$ cat src/rtl/seg_scan_decoder.sv
// seg_scan_decoder: recovers the four digits shown on a multiplexed 7-segment
// display by watching its active-low anode and segment drive lines.
module seg_scan_decoder #(
    parameter int STABLE_CYCLES  = 16,
    parameter int TIMEOUT_CYCLES = 1048576
) (
    input  logic        clk,
    input  logic        rst,
    input  logic [3:0]  AN,
    input  logic [7:0]  SEG,
    output logic [15:0] num,
    output logic [3:0]  dp,
    output logic [3:0]  blank,
    output logic        frame_valid,
    output logic        glyph_err,
    output logic        stale
);

    localparam logic [1:0] ST_IDLE   = 2'd0;
    localparam logic [1:0] ST_SETTLE = 2'd1;
    localparam logic [1:0] ST_HELD   = 2'd2;

    localparam int              TO_W       = $clog2(TIMEOUT_CYCLES + 1);
    localparam logic [TO_W-1:0] TO_MAX     = TO_W'(TIMEOUT_CYCLES);
    localparam logic [7:0]      STABLE_MAX = 8'(STABLE_CYCLES);

    // Returned as {err, blank, code[3:0]}; input is active-high gfedcba.
    function automatic logic [5:0] decode_glyph(input logic [6:0] segs);
        logic [5:0] r;
        case (segs)
            7'h3F:   r = 6'h00;
            7'h06:   r = 6'h01;
            7'h5B:   r = 6'h02;
            7'h4F:   r = 6'h03;
            7'h66:   r = 6'h04;
            7'h6D:   r = 6'h05;
            7'h7D:   r = 6'h06;
            7'h07:   r = 6'h07;
            7'h7F:   r = 6'h08;
            7'h6F:   r = 6'h09;
            7'h77:   r = 6'h0A;
            7'h7C:   r = 6'h0B;
            7'h39:   r = 6'h0C;
            7'h5E:   r = 6'h0D;
            7'h79:   r = 6'h0E;
            7'h71:   r = 6'h0F;
            7'h00:   r = 6'b01_0000;
            default: r = 6'b10_0000;
        endcase
        return r;
    endfunction

    function automatic logic is_one_hot_low(input logic [3:0] an);
        logic [3:0] act;
        act = ~an;
        return (act != 4'h0) && ((act & (act - 4'd1)) == 4'h0);
    endfunction

    function automatic logic [1:0] digit_index(input logic [3:0] an);
        logic [1:0] idx;
        case (an)
            4'b1110: idx = 2'd0;
            4'b1101: idx = 2'd1;
            4'b1011: idx = 2'd2;
            default: idx = 2'd3;
        endcase
        return idx;
    endfunction

    logic [3:0]       an_q, an_d;
    logic [7:0]       seg_q, seg_d;
    logic [1:0]       state_q, state_d;
    logic [7:0]       count_q, count_d;
    logic [3:0]       cmp_an_q, cmp_an_d;
    logic [7:0]       cmp_seg_q, cmp_seg_d;
    logic [3:0][3:0]  sh_code_q, sh_code_d;
    logic [3:0]       sh_dp_q, sh_dp_d;
    logic [3:0]       sh_blank_q, sh_blank_d;
    logic [3:0]       sh_err_q, sh_err_d;
    logic [3:0]       seen_q, seen_d;
    logic [3:0][3:0]  num_q, num_d;
    logic [3:0]       dp_q, dp_d;
    logic [3:0]       blank_q, blank_d;
    logic             fv_q, fv_d;
    logic             gerr_q, gerr_d;
    logic [TO_W-1:0]  to_q, to_d;

    logic             sample_same;
    logic             sample_onehot;
    logic [7:0]       count_inc;
    logic             capture;
    logic             restart;
    logic             frame_done;
    logic [1:0]       cap_idx;
    logic [5:0]       cap_info;

    always_comb begin
        an_d  = AN;
        seg_d = SEG;
    end

    assign sample_same   = (an_q == cmp_an_q) && (seg_q == cmp_seg_q);
    assign sample_onehot = is_one_hot_low(an_q);
    assign count_inc     = count_q + 8'd1;

    // A change of sample in any state falls back to the IDLE entry decision.
    always_comb begin
        state_d   = state_q;
        count_d   = count_q;
        cmp_an_d  = cmp_an_q;
        cmp_seg_d = cmp_seg_q;
        capture   = 1'b0;
        restart   = 1'b0;
        case (state_q)
            ST_SETTLE: begin
                if (sample_same) begin
                    count_d = count_inc;
                    if (count_inc == STABLE_MAX) begin
                        capture = 1'b1;
                        state_d = ST_HELD;
                    end
                end else begin
                    restart = 1'b1;
                end
            end
            ST_HELD: begin
                if (!sample_same) begin
                    restart = 1'b1;
                end
            end
            default: restart = 1'b1;
        endcase
        if (restart) begin
            if (sample_onehot) begin
                cmp_an_d  = an_q;
                cmp_seg_d = seg_q;
                count_d   = 8'd1;
                state_d   = ST_SETTLE;
            end else begin
                count_d   = 8'd0;
                state_d   = ST_IDLE;
            end
        end
    end

    // On capture the compare register equals the sample, so decode from it.
    assign cap_idx    = digit_index(cmp_an_q);
    assign cap_info   = decode_glyph(~cmp_seg_q[6:0]);
    assign frame_done = (seen_q == 4'hF);

    always_comb begin
        sh_code_d  = sh_code_q;
        sh_dp_d    = sh_dp_q;
        sh_blank_d = sh_blank_q;
        sh_err_d   = sh_err_q;
        seen_d     = frame_done ? 4'h0 : seen_q;
        if (capture) begin
            sh_code_d[cap_idx]  = cap_info[3:0];
            sh_blank_d[cap_idx] = cap_info[4];
            sh_err_d[cap_idx]   = cap_info[5];
            sh_dp_d[cap_idx]    = ~cmp_seg_q[7];
            seen_d[cap_idx]     = 1'b1;
        end
    end

    // Published frame copies the shadow as it stood before this cycle's capture.
    always_comb begin
        num_d   = num_q;
        dp_d    = dp_q;
        blank_d = blank_q;
        gerr_d  = gerr_q;
        fv_d    = frame_done;
        if (frame_done) begin
            num_d   = sh_code_q;
            dp_d    = sh_dp_q;
            blank_d = sh_blank_q;
            gerr_d  = |sh_err_q;
        end
    end

    always_comb begin
        to_d = to_q;
        if (capture) begin
            to_d = '0;
        end else if (to_q != TO_MAX) begin
            to_d = to_q + 1'b1;
        end
    end

    always_ff @(posedge clk) begin
        if (rst) begin
            an_q       <= 4'hF;
            seg_q      <= 8'hFF;
            state_q    <= ST_IDLE;
            count_q    <= 8'd0;
            cmp_an_q   <= 4'h0;
            cmp_seg_q  <= 8'h00;
            sh_code_q  <= '0;
            sh_dp_q    <= 4'h0;
            sh_blank_q <= 4'h0;
            sh_err_q   <= 4'h0;
            seen_q     <= 4'h0;
            num_q      <= '0;
            dp_q       <= 4'h0;
            blank_q    <= 4'h0;
            fv_q       <= 1'b0;
            gerr_q     <= 1'b0;
            to_q       <= '0;
        end else begin
            an_q       <= an_d;
            seg_q      <= seg_d;
            state_q    <= state_d;
            count_q    <= count_d;
            cmp_an_q   <= cmp_an_d;
            cmp_seg_q  <= cmp_seg_d;
            sh_code_q  <= sh_code_d;
            sh_dp_q    <= sh_dp_d;
            sh_blank_q <= sh_blank_d;
            sh_err_q   <= sh_err_d;
            seen_q     <= seen_d;
            num_q      <= num_d;
            dp_q       <= dp_d;
            blank_q    <= blank_d;
            fv_q       <= fv_d;
            gerr_q     <= gerr_d;
            to_q       <= to_d;
        end
    end

    assign num         = num_q;
    assign dp          = dp_q;
    assign blank       = blank_q;
    assign frame_valid = fv_q;
    assign glyph_err   = gerr_q;
    assign stale       = (to_q == TO_MAX);

endmodule
$ cat config.mk
export PLATFORM = sky130hd
export DESIGN_NAME = seg_scan_decoder
export DESIGN_NICKNAME = d
export VERILOG_FILES = /design/src/rtl/seg_scan_decoder.sv
export SDC_FILE = /design/constraint.sdc
export NUM_CORES = 1
export LEC_CHECK = 0
export ABC_AREA = 1
export CAP_MARGIN = 20
export CORE_MARGIN = 2
export CORE_UTILIZATION = 45
export DETAILED_ROUTE_END_ITERATION = 7
export PLACE_DENSITY = 0.72
export SETUP_SLACK_MARGIN = 0.4
export SLEW_MARGIN = 25
export SYNTH_ARGS = -nofsm -noshare
export SYNTH_HDL_FRONTEND = slang
export SYNTH_SLANG_ARGS = --single-unit
$ cat constraint.sdc
create_clock -name clk -period 3.2 [get_ports clk]
set_clock_uncertainty 0.1 [all_clocks]
set_input_delay 0.64 -clock clk [delete_from_list [all_inputs] [get_ports clk]]
set_output_delay 0.64 -clock clk [all_outputs]
set_load 0.02 [all_outputs]
Word-level counts from Yosys, hierarchy flattened
Cells that the tools add are included.
Cells by class
  $add $sub $neg: 3
  $lt $le $gt $ge: 2
  equal/unequal tests: 27
  muxes and demuxes: 26
  bitwise logic cells: 5
  reductions and logical operators: 15
Operators by type and width (count)
  case mux 6 bit (17 select lines): 1
  equality test 7 bit (second input constant): 12
  2-to-1 mux 8 bit: 3
  adder 21 x 1 -> 21 bit (second input constant): 1
  equality test 21 bit (second input constant): 1
  != test 21 bit (second input constant): 1
  bitwise mux 16 bit: 1
  equality test 4 bit (second input constant): 4
  equality test 7 x 3 -> 1 bit (second input constant): 2
  equality test 7 x 6 -> 1 bit (second input constant): 2
  bitwise mux 4 bit: 3
  2-to-1 mux 4 bit: 3
  adder 8 x 1 -> 8 bit (second input constant): 1
  demux 4 bit (select 2 bit): 1
  equality test 8 x 5 -> 1 bit (second input constant): 1
  equality test 8 bit: 1
  2-to-1 mux 1 bit: 8
  2-to-1 mux 2 bit: 4
  zero test 7 bit: 1
  inverter 7 bit: 1
  case mux 2 bit (3 select lines): 1
  nonzero test 2 bit: 3
  AND 4 bit: 1
  equality test 4 bit: 1
  16 further kinds: 20
Storage, ports and cells
  flip-flop bits (word level): 113
  output and inout bits: 27
  logic and storage cells: 101

Logic depth before layout (Yosys ltp)
Gate-level depths: netlist of run 1.
  depth after elaboration: 8
  depth in mapped cells: 13

Least setup slack after synthesis of run 1
Ideal clock, no wire load.
  kind: flip-flop to output port
  start point: register to_q[14]
  end point: output stale
  arrival: 1.079 ns
  data required time: 2.460 ns
  slack: 1.381 ns
  stages on the path, launching flop included: 5
  path buffers: 0
  path through: dfxtp_1 or2_2 nor4_1 nand3_1 inv_1
On the way
  cells in the longest elaborated chain, start to end: 1
RTL lines
  start: declaration: line 86  | logic [TO_W-1:0] to_q, to_d;
  start signal: assignment: line 226  | to_q <= to_d;
  equality test 21 bit: line 235  | assign stale = (to_q == TO_MAX);
  end: declaration: line 16  | output logic stale
No other way between the ends.

Final worst setup path of run 1
Same ends and word-level chain as after synthesis.

==> results of run 1 <==
==> worst reg2reg max path, delay by kind of cell (launching register included) <==
| kind | cells | cell delay (ns) |
|---|---|---|
| DFF | 1 | 0.40 |
| adders and majority gates | 1 | 0.28 |
| and+or+nand+nor | 9 | 1.40 |
==> logic make-up (layout without fill, tap and decap cells) <==
logic type / Yosys count / in the layout
adder cells (fa/ha/maj): 5 / 5
AND/OR/NAND/NOR: 408 / 408
AO/OA/AOI/OAI: 102 / 102
flip-flops: 113 / 113
XOR/XNOR: 15 / 15
buffers and inverters: 138 / 189
==> metrics by stage <==
step                      total power (uW)  area [um2]  setup WS (ns)
after floorplan                       1700        5360           1.38
after global placement                1770        5840          0.824
after detailed placement              1770        5840          0.808
after CTS                             3760        6460          0.624
after global routing                  3880        6460          0.497
final                                 3730        6460          0.644
==> where the power goes <==
| group | leakage [uW] | internal [uW] | switching [uW] | total (uW) |
|---|---|---|---|---|
| Clock | 0.000306 | 1360 | 625 | 1980 |
| Sequential | 0.000918 | 1440 | 42.0 | 1480 |
| Combinational | 0.00164 | 91.2 | 172 | 263 |
==> cell usage in the layout, fill, tap and decap left out, types with 2 or more instances in the layout <==
cell type | netlist | layout
clkbuf_16 | 0 | 17
nand4_1 | 13 | 13
clkbuf_1 | 9 | 2
nand3_2 | 5 | 5
clkinv_4 | 0 | 2
nor3_1 | 8 | 8
nand2_1 | 182 | 182
xnor2_1 | 6 | 6
nor2_2 | 3 | 3
inv_1 | 105 | 104
ha_1 | 5 | 5
clkinv_2 | 0 | 2
or2_2 | 15 | 15
buf_4 | 1 | 5
o21ai_1 | 2 | 2
clkbuf_8 | 0 | 3
nand2_2 | 4 | 4
bufinv_16 | 0 | 4
clkinv_1 | 1 | 2
dfxtp_1 | 113 | 113
nand3_1 | 33 | 33
nor2_1 | 130 | 130
nor4_1 | 6 | 6
inv_2 | 7 | 7
clkdlybuf4s50_1 | 0 | 39
xor2_1 | 9 | 9
nor2_8 | 2 | 2
nand3_4 | 3 | 3
o21ai_0 | 46 | 46
a21oi_1 | 51 | 51
==> final timing paths <==
kind / to / slack, ns / cells past startpoint
max: stale / 0.64 / 5
min: num[5] / 0.35 / 2
max reg2reg: sh_blank_q[2] / 0.95 / 10
min reg2reg: num[5] / 0.35 / 2
==> flip-flops by register name, indices dropped and copies added (netlist names), 8 cells and up <==
register / cells
to_q: 21
num: 16
sh_code_q: 16
cmp_seg_q: 8
count_q: 8
seg_q: 8
==> repair_timing <==
item	4_1_cts	5_1_grt
endpoints found under the setup margin	1	0
buffers inserted	0	0
gates resized for setup	1	0
==> layout make-up <==
type / count / area [um2] / share of cell area (%)
sequential: 113 / 2260 / 35.0
multi-input combinational: 530 / 2530 / 39.2
timing repair buffer: 45 / 437 / 6.76
clock buffer: 22 / 474 / 7.34
inverter: 113 / 424 / 6.56
tap: 143 / 179 / 2.77
clock inverter: 9 / 155 / 2.40
==> metal layers <==
metal / part of all wire [%] / GRT usage (%)
met1: 48 / 22.9
met2: 46 / 30.2
met3: 4.8 / 5.84
met4: 1.8 / 7.07
met5: 0 / 0
==> run summary, run 1 <==
Outcome: complete, but fails checks
Failing checks: design-rule violations
Leak: 0.00287 uW
Sequential area share after synthesis: 42.2%
Synth Area in XOR/XNOR: 2.45%
GRT Total Usage: 18.5%
Normalized max-slew margin: 58.9%
Main combinational cell family by area after synthesis: simple AND/OR/NAND/NOR gates
Syn. warnings: 0
Flops & latches, synth: 113
Crit path cell chain: or2_2 > nor4_1 > nand3_1 > inv_1 > dlygate4sd2_1
Post-synth top area share: 42.2%
Final Max Slew Viols: 0
Compound-gate portion of the synthesized area: 9.65%
Initial antenna violation count: 0
Filler cells: 1087
Clk sinks: 113
Starting Density: 46.5%
Area growth syn-to-layout: 20.6%
Top post-synthesis cells by count: nand2_1, nor2_1, dfxtp_1
Worst slew pin tran: 0.610 ns
Post-DP HPWL: 7.44 mm
Synth cell types: 34
Non-filler instance count after layout: 975
Hold violation count in the final report: 0
Chip height: 113 um
DR pass1 iterations: 7
Diode count: 0
Worst hold path type: reg -> reg
Adder-Cell Fraction of Synth Area: 1.17%
Clock tree buffer depth: 2
Count leader, synth: nand2_1
Grt ovf: 0
Hold Slack: 0.352 ns
Crit path kind: reg -> out
Number of placed cells counting well taps: 944
Top delay family on crit path: simple AND/OR/NAND/NOR gates
Worst Setup SP: to_q[14]
Crit path max fanout: 6
Total Nets Final: 839
Cts bufs inserted: 17
CTS Hold Bufs: 0
CTS H-tree lvls: 4
HP Start: sh_code_q[5]
Clk slew on worst S/H paths: 0.05 ns
Std-Cell Rows: 39
F_max: 391 MHz
First DRT Iteration DRCs: 260
Number of global-route vias before repair: 4241
Global-route wire length before repair: 19.1 mm
Final count of negative-setup-slack endpoints: 0
Largest net degree at the start of global routing: 58
Reg2reg start: count_q[1]
Power per Cell Area: 577 nW/um2
Critical Path Source Type: flop
Synth area leader: dfxtp_1
Core area: 11500 um2
Worst VDD drop: 565 uV
Slowest cell on the critical path: dfxtp_1
Util after Layout: 56.1%
Crit end category: primary output
Max Cap Viol: 0
Port Buffers: 40
Drt via density: 4.82
Post-synthesis simple-gate area fraction: 34.0%
Mapped Cells: 781
WP buf/inv: 2
CP peak stage delay: 0.35 ns
Tmin final: 2.56 ns
Final period utilization: 79.9%
RSZ-0062 raised after global routing: no
Critical Path AT: 1.82 ns
DIE AREA: 12800 um2
Top cells by area, synth: dfxtp_1, nand2_1, nor2_1, inv_1, a21oi_1
Fin Setup TNS: 0 ns
ANT nets after route: 0
Via count: 4696
Residual DRC: 1
Wire per inst: 11.3 um
CTS tree: done
Syn_area_per_cell: 6.86 um2
Drt total wl: 11.0 mm
Mux share of post-synthesis cell area: 0%
I/O pins: 41
Async set-reset flop share out of synthesis: 0%
Gp weighted congestion: 0.866
Die width: 113 um
Worst EP required: 2.46 ns
Number of synthesized flops with an enable pin: 0
Syn nets: 800
Main synth FF type: dfxtp_1
Mapped cell area: 5360 um2
Worst skew pair latency: 0.42 ns
Layout cells sized above 1: 9.01%
Clock Root Buffer: clkbuf_16
No activity file was read; power rests on OpenSTA's default activity.
==> inputs of run 2 (changes only) <==
clock period = 2.4 ns   (was 3.2 ns; I/O delays follow)
==> run summary, run 2 (synthesized netlist as in run 1, its figures left out) <==
Reg2reg start: to_q[1]
Multi-input logic area: 2740 um2 (+8.0%)
Initial antenna violation count: 0 (unchanged)
WHS Path Cells: 2 (unchanged)
Cts bufs inserted: 17 (unchanged)
Starting Density: 46.5% (unchanged)
Crit path cell chain: inv_2 > ha_4 > nand2_2 > nor2_1 > nand3_1 > inv_2 > buf_4 > buf_4 > buf_4 > buf_4 > buf_4 > buf_4 > buf_4 > buf_4 > nand2_2 > a21oi_2
F_max: 476 MHz
Std-Cell Rows: 39 (unchanged)
Sequential Power Share: 39.5% (-0.3 points)
Worst VDD drop: 485 uV (-14%)
Drt via density: 4.95 (+2.8%)
Most frequent cells in the layout: nand2_1, nor2_1, inv_1, dfxtp_1, a21oi_1
Critical Path Source Type: flop
GRT Total Usage: 20.0% (+1.6 points)
Drt total wl: 12.7 mm (+15%)
Final count of negative-setup-slack endpoints: 0 (unchanged)
Slowest cell on the critical path: dfxtp_2
Leak: 0.00307 uW (+7.1%)
Layout cells sized above 1: 20.9% (+12 points)
Diode count: 0 (unchanged)
Via count: 5007 (+6.6%)
Int Pwr: 3840 uW (+33%)
Filler cells: 1017 (-6.4%)
Grt ovf: 0 (unchanged)
Area growth syn-to-layout: 30.4%
Sequential cell area: 2320 um2 (+2.6%)
Final Worst Setup Slack: 0.299 ns (-0.345 ns)
Clk sinks: 113 (unchanged)
Wire per inst: 12.5 um (+11%)
CTS tree: done
Core area: 11500 um2 (unchanged)
R2R cell count: 16 (+6)
Clock tree buffer depth: 2 (unchanged)
Setup WS pre-CTS: 0.156 ns (-0.653 ns)
Clock Power Share: 52.2% (-0.9 points)
Fin Setup TNS: 0 ns (unchanged)
NetSw: 1200 uW (+43%)
Crit end category: flop
Final period utilization: 87.5%
Max Cap Viol: 0 (unchanged)
Hold violation count in the final report: 0 (unchanged)
Clk slew on worst S/H paths: 0.05 ns (about the same)
Failing checks: design-rule violations
Logic pwr share: 8.3% (+1.3 points)
Worst Hold End: num[10]
Global-route wire length before repair: 20.6 mm (+7.9%)
Worst EP required: 2.59 ns (+0.13 ns)
Worst skew pair latency: 0.42 ns (about the same)
Power per Cell Area: 720 nW/um2 (+25%)
Crit path max fanout: 4 (-2)
Worst hold path type: reg -> reg
First DRT Iteration DRCs: 294 (+13%)
Largest Register: to_q
Worst slew pin tran: 0.596 ns (-0.0141 ns)
Total Nets Final: 875 (+4.3%)
Outcome: complete, but fails checks
HP Start: sh_code_q[10]
Crit path kind: reg -> reg
Die width: 113 um (unchanged)
Critical Path AT: 2.29 ns (+0.47 ns)
Normalized max-slew margin: 59.9% (+0.95 points)
Clock Root Buffer: clkbuf_16
Gp weighted congestion: 0.885 (+2.2%)
RSZ-0062 raised after global routing: yes
Hold Slack: 0.350 ns (-0.00197 ns)
Total power: 5030 uW (+35%)
Top delay family on crit path: buffers and inverters
Max reg flops: 21 (unchanged)
Number of global-route vias before repair: 4601 (+8.5%)
DR pass1 iterations: 8 (+1)
Chip height: 113 um (unchanged)
WP buf/inv: 10 (+8)
R2R Setup Slk: 0.30 ns (-0.65 ns)
CTS H-tree lvls: 4 (unchanged)
Tmin final: 2.10 ns
Most common cell after layout, fill and taps aside: nand2_1
Final Max Slew Viols: 0 (unchanged)
Worst Setup SP: to_q[1]
Residual DRC: 1 (unchanged)
ANT nets after route: 0 (unchanged)
Critical R2R Capture: to_q[1]
CP peak stage delay: 0.36 ns (about the same)
Post-DP HPWL: 7.56 mm (+1.7%)
DIE AREA: 12800 um2 (unchanged)
I/O pins: 41 (unchanged)
Switching part of the total: 23.8% (+1.3 points)
Port Buffers: 40 (unchanged)
CP dominant cell by count: buf_4
Largest net degree at the start of global routing: 59 (+1.7%)
==> run 2: cell types whose count changed in the layout (fill, tap and decap cells not counted), moves of 11 or more <==
cell	delta
nor2_1	-12
buf_4	+27
dfxtp_1	-29
inv_2	+11
inv_1	-14
nor2_2	+11
dfxtp_2	+20
==> run 2: area by class of cell <==
cell class / instances / area share, %
Multi-Input combinational cell: 535 / 39.2
Sequential cell: 113 / 33.2
Timing Repair Buffer: 75 / 10.0
Clock buffer: 21 / 6.45
Inverter: 113 / 6.20
Tap cell: 143 / 2.56
Clock inverter: 10 / 2.29
Timing Repair inverter: 1 / 0.107
==> run 2: worst max path at each step <==
stage                     to  slack, ns  depth (start not counted)
2_1_floorplan  sh_code_q[11]       0.59                         11
5_1_grt              to_q[1]       0.23                         16
3_3_place_gp           stale       0.16                          5
6_report             to_q[1]       0.30                         16
3_5_place_dp           stale       0.16                          5
4_1_cts                stale       0.34                          6
==> run 2: worst register-to-register path, delay by kind of cell (launching register included) <==
| family | cells | cell delay [ns] |
|---|---|---|
| and+or+nand+nor | 4 | 0.24 |
| DFF | 1 | 0.36 |
| buffers and inverters | 10 | 1.07 |
| adders and majority gates | 1 | 0.16 |
| AOI/OAI and AO/OA | 1 | 0.05 |
==> run 2: repair_timing <==
item | 4_1_cts | 5_1_grt
resized for setup | 29 | 72
setup buffers | 17 | 6
hold buffers | 0 | 0
gates cloned | 2 | 4
setup endpoints to repair | 12 | 78
pin swaps | 7 | 15
==> run 2: layer usage <==
| layer | wire, um | up-vias | GRT usage [%] |
|---|---|---|---|
| met4 | 221 | 0 | 7.64 |
| met2 | 6220 | 102 | 33.8 |
| met3 | 514 | 24 | 5.25 |
| met5 | 0 | - | 0 |
| met1 | 5710 | 2283 | 24.6 |
| li1 | - | 2598 | - |
==> run 2: power by group through the flow <==
| stage | logic, uW | registers (uW) | clock network (uW) |
|---|---|---|---|
| floorplan | 267 | 2000 | 0 |
| global placement | 358 | 2010 | 0 |
| detailed placement | 359 | 2020 | 0 |
| CTS | 368 | 1970 | 2660 |
| global route | 471 | 1990 | 2750 |
| finish | 417 | 1990 | 2630 |
==> run 2: stage by stage <==
stage | instance area (um2) | utilization (%) | instances
after floorplan | 5360 | - | 781
after global placement | 5900 | 51.2 | 951
after detailed placement | 5900 | 51.2 | 951
after CTS | 6710 | 58.2 | 1001
after global routing | 6980 | 60.6 | 1011
final | 6980 | 60.6 | 1011
